$ cat config.mk
export PLATFORM = sky130hd
export DESIGN_NAME = tx_frame_counter_flat
export DESIGN_NICKNAME = d
export VERILOG_FILES = /design/src/rtl/tx_mac_pkg.sv /design/src/rtl/tx_frame_counter_if.sv /design/src/rtl/tx_len_calc.sv /design/src/rtl/tx_frame_counter.sv /design/src/flat_wrapper.sv
export SDC_FILE = /design/constraint.sdc
export NUM_CORES = 1
export LEC_CHECK = 0
export CORE_ASPECT_RATIO = 1.1
export CORE_UTILIZATION = 50
export DETAILED_ROUTE_END_ITERATION = 8
export HOLD_SLACK_MARGIN = 0.02
export PLACE_DENSITY_LB_ADDON = 0.15
export SKIP_LAST_GASP = 1
export SLEW_MARGIN = 20
export SYNTH_ARGS = -nofsm -noshare
export SYNTH_HDL_FRONTEND = slang
export SYNTH_HIERARCHICAL = 1
export SYNTH_SLANG_ARGS = --single-unit
$ cat constraint.sdc
create_clock -name rxclk -period 5 [get_ports rxclk]
set_input_delay 1.5 -clock rxclk [delete_from_list [all_inputs] [get_ports rxclk]]
set_output_delay 1.5 -clock rxclk [all_outputs]
set_load 0.05 [all_outputs]
$ cat src/rtl/tx_mac_pkg.sv
// Shared constants, FSM state type and byte-mask helper for the TX frame counter.
// Build option: TX_JUMBO_EN raises the legal frame_len ceiling from MAX_LEN to JUMBO_LEN.
package tx_mac_pkg;

  localparam int MIN_LEN   = 60;
  localparam int HDR_LEN   = 14;
  localparam int MAX_LEN   = 1518;
  localparam int JUMBO_LEN = 9018;

`ifdef TX_JUMBO_EN
  localparam int LEN_LIMIT = JUMBO_LEN;
`else
  localparam int LEN_LIMIT = MAX_LEN;
`endif

  typedef enum logic [1:0] {
    IDLE = 2'd0,
    DATA = 2'd1,
    PAD  = 2'd2
  } tx_cnt_state_t;

  // A remainder of zero means the tail word is completely full.
  function automatic logic [7:0] tail_mask(input logic [2:0] rem);
    if (rem == 3'd0) begin
      return 8'hFF;
    end
    return 8'hFF >> (4'd8 - {1'b0, rem});
  endfunction

endpackage

$ cat src/rtl/tx_frame_counter_if.sv
// Client-side bundle of the TX frame counter: frame request, beat advance and per-beat status.
interface tx_frame_counter_if;

  logic        start;
  logic [13:0] frame_len;
  logic        advance;
  logic        busy;
  logic        data_phase;
  logic        pad_phase;
  logic        last_word;
  logic [10:0] word_cnt;
  logic [7:0]  data_mask;
  logic [7:0]  frame_mask;
  logic        done;
  logic        len_err;

  modport master (
    output start, frame_len, advance,
    input  busy, data_phase, pad_phase, last_word, word_cnt,
           data_mask, frame_mask, done, len_err
  );

  modport slave (
    input  start, frame_len, advance,
    output busy, data_phase, pad_phase, last_word, word_cnt,
           data_mask, frame_mask, done, len_err
  );

endinterface

$ cat src/rtl/tx_len_calc.sv
// Combinational frame-length decode: word counts, tail remainders and legality.
// Build option: TX_JUMBO_EN (through tx_mac_pkg::LEN_LIMIT) widens the legal range.
module tx_len_calc
  import tx_mac_pkg::*;
(
  input  logic [13:0] i_frame_len,
  output logic [10:0] o_data_words,
  output logic [10:0] o_total_words,
  output logic [2:0]  o_d_rem,
  output logic [2:0]  o_f_rem,
  output logic        o_len_ok
);

  logic [13:0] w_eff_len;

  // Short frames are stretched to the minimum length; the stretch becomes pad.
  always_comb begin
    w_eff_len = (i_frame_len < 14'(MIN_LEN)) ? 14'(MIN_LEN) : i_frame_len;
  end

  // Ceiling divide by 8 as whole words plus one for any partial word.
  assign o_data_words  = i_frame_len[13:3] + {10'd0, |i_frame_len[2:0]};
  assign o_total_words = w_eff_len[13:3]   + {10'd0, |w_eff_len[2:0]};
  assign o_d_rem       = i_frame_len[2:0];
  assign o_f_rem       = w_eff_len[2:0];
  assign o_len_ok      = (i_frame_len >= 14'(HDR_LEN)) && (i_frame_len <= 14'(LEN_LIMIT));

endmodule

$ cat src/rtl/tx_frame_counter.sv
// TX word sequencer: walks the 64-bit beats of a frame, flags data/pad/last and drives byte masks.
// Build option: TX_JUMBO_EN allows frame_len up to JUMBO_LEN (up to 1128 words).
//
// state | meaning
// IDLE  | no frame; outputs 0; start is sampled here (also in the done cycle)
// DATA  | current word carries client bytes
// PAD   | current word is all pad up to the minimum frame length
module tx_frame_counter
  import tx_mac_pkg::*;
(
  input logic              rxclk,
  input logic              reset,
  tx_frame_counter_if.slave bus
);

  tx_cnt_state_t r_state;
  tx_cnt_state_t w_state_nxt;
  logic [10:0]   r_word_cnt;
  logic [10:0]   w_cnt_nxt;
  logic [10:0]   r_data_words;
  logic [10:0]   r_total_words;
  logic [2:0]    r_d_rem;
  logic [2:0]    r_f_rem;
  logic          r_done;
  logic          r_len_err;
  logic          w_latch;
  logic          w_done_nxt;
  logic          w_len_err_nxt;

  logic [10:0]   w_data_words;
  logic [10:0]   w_total_words;
  logic [2:0]    w_d_rem;
  logic [2:0]    w_f_rem;
  logic          w_len_ok;
  logic          w_busy;
  logic          w_last_data;
  logic          w_last_frame;

  tx_len_calc u_len_calc (
    .i_frame_len   (bus.frame_len),
    .o_data_words  (w_data_words),
    .o_total_words (w_total_words),
    .o_d_rem       (w_d_rem),
    .o_f_rem       (w_f_rem),
    .o_len_ok      (w_len_ok)
  );

  assign w_last_data  = (r_word_cnt == r_data_words - 11'd1);
  assign w_last_frame = (r_word_cnt == r_total_words - 11'd1);

  // Next-state, word counter and pulse decisions.
  always_comb begin
    w_state_nxt   = r_state;
    w_cnt_nxt     = r_word_cnt;
    w_latch       = 1'b0;
    w_done_nxt    = 1'b0;
    w_len_err_nxt = 1'b0;
    case (r_state)
      IDLE: begin
        if (bus.start) begin
          if (w_len_ok) begin
            w_latch     = 1'b1;
            w_cnt_nxt   = 11'd0;
            w_state_nxt = DATA;
          end else begin
            w_len_err_nxt = 1'b1;
          end
        end
      end
      DATA: begin
        if (bus.advance) begin
          if (w_last_data) begin
            if (r_data_words < r_total_words) begin
              w_state_nxt = PAD;
              w_cnt_nxt   = r_word_cnt + 11'd1;
            end else begin
              w_state_nxt = IDLE;
              w_cnt_nxt   = 11'd0;
              w_done_nxt  = 1'b1;
            end
          end else begin
            w_cnt_nxt = r_word_cnt + 11'd1;
          end
        end
      end
      PAD: begin
        if (bus.advance) begin
          if (w_last_frame) begin
            w_state_nxt = IDLE;
            w_cnt_nxt   = 11'd0;
            w_done_nxt  = 1'b1;
          end else begin
            w_cnt_nxt = r_word_cnt + 11'd1;
          end
        end
      end
      default: begin
        w_state_nxt = IDLE;
        w_cnt_nxt   = 11'd0;
      end
    endcase
  end

  // State and word counter registers.
  always_ff @(posedge rxclk or posedge reset) begin
    if (reset) begin
      r_state    <= IDLE;
      r_word_cnt <= 11'd0;
    end else begin
      r_state    <= w_state_nxt;
      r_word_cnt <= w_cnt_nxt;
    end
  end

  // Length decode is captured at an accepted start and held for the whole frame.
  always_ff @(posedge rxclk or posedge reset) begin
    if (reset) begin
      r_data_words  <= 11'd0;
      r_total_words <= 11'd0;
      r_d_rem       <= 3'd0;
      r_f_rem       <= 3'd0;
    end else if (w_latch) begin
      r_data_words  <= w_data_words;
      r_total_words <= w_total_words;
      r_d_rem       <= w_d_rem;
      r_f_rem       <= w_f_rem;
    end
  end

  // One-cycle done and len_err pulses.
  always_ff @(posedge rxclk or posedge reset) begin
    if (reset) begin
      r_done    <= 1'b0;
      r_len_err <= 1'b0;
    end else begin
      r_done    <= w_done_nxt;
      r_len_err <= w_len_err_nxt;
    end
  end

  assign w_busy         = (r_state != IDLE);
  assign bus.busy       = w_busy;
  assign bus.data_phase = (r_state == DATA);
  assign bus.pad_phase  = (r_state == PAD);
  assign bus.word_cnt   = w_busy ? r_word_cnt : 11'd0;
  assign bus.last_word  = w_busy && w_last_frame;
  assign bus.data_mask  = (r_state != DATA) ? 8'h00 :
                          (w_last_data ? tail_mask(r_d_rem) : 8'hFF);
  assign bus.frame_mask = !w_busy ? 8'h00 :
                          (w_last_frame ? tail_mask(r_f_rem) : 8'hFF);
  assign bus.done       = r_done;
  assign bus.len_err    = r_len_err;

endmodule

$ cat src/flat_wrapper.sv
// flat-port wrapper written by rule: the top's interface ports become plain ports
module tx_frame_counter_flat import tx_mac_pkg::*;
  (rxclk, reset, bus_start, bus_frame_len, bus_advance, bus_busy, bus_data_phase, bus_pad_phase, bus_last_word, bus_word_cnt, bus_data_mask, bus_frame_mask, bus_done, bus_len_err);
  tx_frame_counter_if bus_i ();
  input logic rxclk;
  input logic reset;
  input wire logic [$bits(bus_i.start)-1:0] bus_start;
  input wire logic [$bits(bus_i.frame_len)-1:0] bus_frame_len;
  input wire logic [$bits(bus_i.advance)-1:0] bus_advance;
  output wire logic [$bits(bus_i.busy)-1:0] bus_busy;
  output wire logic [$bits(bus_i.data_phase)-1:0] bus_data_phase;
  output wire logic [$bits(bus_i.pad_phase)-1:0] bus_pad_phase;
  output wire logic [$bits(bus_i.last_word)-1:0] bus_last_word;
  output wire logic [$bits(bus_i.word_cnt)-1:0] bus_word_cnt;
  output wire logic [$bits(bus_i.data_mask)-1:0] bus_data_mask;
  output wire logic [$bits(bus_i.frame_mask)-1:0] bus_frame_mask;
  output wire logic [$bits(bus_i.done)-1:0] bus_done;
  output wire logic [$bits(bus_i.len_err)-1:0] bus_len_err;
  assign bus_i.start = bus_start;
  assign bus_i.frame_len = bus_frame_len;
  assign bus_i.advance = bus_advance;
  assign bus_busy = bus_i.busy;
  assign bus_data_phase = bus_i.data_phase;
  assign bus_pad_phase = bus_i.pad_phase;
  assign bus_last_word = bus_i.last_word;
  assign bus_word_cnt = bus_i.word_cnt;
  assign bus_data_mask = bus_i.data_mask;
  assign bus_frame_mask = bus_i.frame_mask;
  assign bus_done = bus_i.done;
  assign bus_len_err = bus_i.len_err;
  tx_frame_counter u_core (.rxclk(rxclk), .reset(reset), .bus(bus_i));
endmodule
==> metrics list <==
- Final Util: 59.33%
* Result of the run: finished with violations
* Standard-cell row count: 34
* Pin count of the biggest net entering global routing: 29
- When the netlist entered floorplanning its net count stood at 494.
* Placement-stage worst setup slack: 0.2918 ns
- Number of H-tree levels: 2
- GR Util All Layers: 24.85%
- Leading post-synthesis cells by instance count: sky130_fd_sc_hd__dfrtp_1 (43), sky130_fd_sc_hd__inv_1 (31), sky130_fd_sc_hd__nand2_1 (31)
* Number of pins with negative max-slew slack in the final report: 0
- Maximum ir drop on the vdd rail: 839.2 µV
* Startpoint type of the worst setup path: register
* Remaining Overflow, GRT: 0
- Violation count after the first detailed-routing iteration: 141
- The number of placed instances, taps included, is 584.
- Antenna violations before repair: 0
* Post-CTS setup buffer count: 0
* Seq/Total Area, Yosys: 26.43%
- Pwr per Cell Area: 633.2 nW/µm²
- The synthesized design spends more area on one cell type than any other, namely sky130_fd_sc_hd__dfrtp_1.
* Die boundary width: 88.04 µm
- The first global-routing pass estimated 16.60 mm of wire.
- Power comes to 2.973 mW.
- The count of buffers added on input and output ports is 50.
- For this run, the number of standard cells in the final layout without fillers is 592.
- Summed over all nets, the half-perimeter wirelength after detailed placement is 7.665 mm.
- After detailed placement, the total cell area comes to 4558 µm².
- Avg Vias per Cell: 5.902
- After floorplanning, the core was sized to cover 7913 µm².
* Setup ws final: 0.2727 ns
* Die Area: 8508 µm²
* Area delta synth->final: 15.30%
- Largest clock skew in the final design: 0.005820 ns
- Final min period: 4.727 ns
* Final instance area: 4695 µm²
* Top-count cell post-synth: sky130_fd_sc_hd__dfrtp_1
* Clock input transition at the sequential cells of the worst setup and hold paths: 0.08 ns
* # hold bufs at CTS: 0
- The worst pin sits at a relative slew slack of 38.20%.
* Type of the worst min-delay path: reg -> reg
- Number of max-cap violations: 0
- The number of global-route vias before repair is 3424.
* Final clock period utilization by the worst path: 94.55%
- The synthesized netlist occupies a cell area of 4071 µm².
- Antenna fix cells: 0
- Dividing the synthesized area by the synthesized cell count gives 9.108 µm².
- Hold is met by 0.5543 ns.
* Synthesized instance count: 447
* Vert. Die Dim: 96.64 µm
- Top FF cell, synth: sky130_fd_sc_hd__dfrtp_1
- Along the worst path, the maximum fanout reaches 6.
- Starting utilization of the core area: 51.45%
- The final number of hold-violating endpoints was 0.
* WS Path Type: reg -> out
* Critical path capture point type: primary output
- Clock tree synthesis found a total of 43 sinks.
- The post-route netlist has 17.15% of its cells at a drive strength greater than 1.
- Post-synth EDFFs: 0
* Routability congestion estimate from global placement: 0.8688
* Required time at the worst-slack endpoint: 3.50 ns
* Failing checks: DRC
- Final setup fails: 0
- 51 I/O pins were placed.
- Maximum frequency from static timing analysis: 211.5 MHz
- Deepest clock path buffer count: 2
- Post-synthesis sequential element count: 43
- Sum Neg Setup Slack: 0 ns
* Leakage Power: 2.068 nW
* YS warnings: 6
- Clock tree from TritonCTS: built
* DRT Wirelength: 9.736 mm
- Share of the synthesized area in the top cell type: 26.43%
* Via count: 3494
- Yosys mapped the design onto 78 distinct sky130hd cell types.
* Arrival time worst endpoint: 3.23 ns
- Number of detailed-routing iterations run before antenna repair: 7
- Clock latency on the worst-skew pair: 0.30 ns
- Counting the buffers created by CTS gives 5.
* Area contributors post-synth: sky130_fd_sc_hd__dfrtp_1 (26%), sky130_fd_sc_hd__ha_1 (8.9%), sky130_fd_sc_hd__mux2_2 (7.7%)
* Share of synthesized registers carrying an async set or reset: 100.0%
* Setup repair after global routing missed its margin: no
- DRC Markers: 1
- Once detail routing completed, the nets flagged for antenna violations numbered 0.
- After detailed routing, the average wire length per cell comes to 16.45 µm.
- For the pin with the worst max-slew slack, the measured transition is 0.9213 ns.
- Net count of the finished layout: 530
* Clk root buf: sky130_fd_sc_hd__clkbuf_8
layout make-up:
class / count / area, µm²
well taps: 108 / 135.1
fillers: 720 / 3218
repair buffers: 60 / 581.8
flip-flops and latches: 43 / 1076
clock inverters: 1 / 8.758
clock buffers: 7 / 86.33
inverters: 31 / 116.4
multi-input cells: 342 / 2690
worst max-delay path, cell delays in order (launching register included):
cell and delay (ns):
sky130_fd_sc_hd__dfrtp_1 0.44, sky130_fd_sc_hd__inv_1 0.08, sky130_fd_sc_hd__ha_1 0.22, sky130_fd_sc_hd__nand2b_1 0.12, sky130_fd_sc_hd__nor4_1 0.30, sky130_fd_sc_hd__xnor2_1 0.17
sky130_fd_sc_hd__o311ai_4 0.33, sky130_fd_sc_hd__nand4_1 0.30, sky130_fd_sc_hd__nor2_1 0.16, sky130_fd_sc_hd__clkdlybuf4s50_1 0.81
metal layers:
metal  up-vias  share of wire (%)  GRT usage, %
li1       1680                  -             -
met4         0                2.8         10.05
met1      1693                 45         32.57
met2        99                 49         41.03
met5         -                  0             0
met3        22                3.3         3.072
placed cells by master, fill, tap and decap left out, drive strengths merged, types with 16 or more instances in the layout:
master / synthesis / final
buf: 14 / 16
clkdlybuf4s50: 0 / 34
dfrtp: 43 / 43
ha: 29 / 29
inv: 31 / 30
mux2: 28 / 28
nand2: 31 / 31
nor2: 31 / 31
o21ai: 19 / 19
xnor2: 25 / 25
xor2: 17 / 17
worst paths after layout:
| kind | from | end | slack (ns) | cells after the start |
|---|---|---|---|---|
| worst max-delay path | u_core/r_total_words[0] | bus_last_word | 0.27 | 9 |
| worst min-delay path | u_core/r_f_rem[0] | u_core/r_f_rem[0] | 0.55 | 1 |
| worst max register to register | u_core/r_data_words[0] | u_core/r_word_cnt[1] | 1.97 | 9 |
| min in group asynchronous | reset | u_core/r_d_rem[0] | 1.59 | 2 |
| worst min register to register | u_core/r_f_rem[0] | u_core/r_f_rem[0] | 0.55 | 1 |
| max in group asynchronous | reset | u_core/r_total_words[4] | 2.70 | 3 |
where the power goes:
| group | internal [mW] | leakage [nW] | switching (mW) |
|---|---|---|---|
| Combinational | 0.786 | 1.47 | 1.24 |
| Sequential | 0.476 | 0.554 | 0.237 |
| Clock | 0.113 | 0.0484 | 0.123 |
flip-flops by register name, indices dropped and copies added (netlist names):
name                  cells
u_core/r_data_words      11
u_core/r_total_words     11
u_core/r_word_cnt        11
u_core/r_d_rem            3
u_core/r_f_rem            3
u_core/r_state            2
u_core/bus.done           1
u_core/bus.len_err        1
timing repair:
action,CTS,global route
gates resized for setup,2,10
setup endpoints to repair,5,14
gates cloned,0,0
logic make-up (layout without fill, tap and decap cells):
kind of cell | after synthesis | in the layout | synth area share (%)
XOR/XNOR | 43 | 43 | 9.773
flip-flops | 43 | 43 | 26.43
AO/OA/AOI/OAI | 82 | 82 | 16.38
adder cells (fa/ha/maj) | 29 | 29 | 8.912
AND/OR/NAND/NOR | 157 | 157 | 22.03
multiplexers | 31 | 31 | 8.482
buffers and inverters | 62 | 99 | 7.990
(Power assumes the default switching activity.)
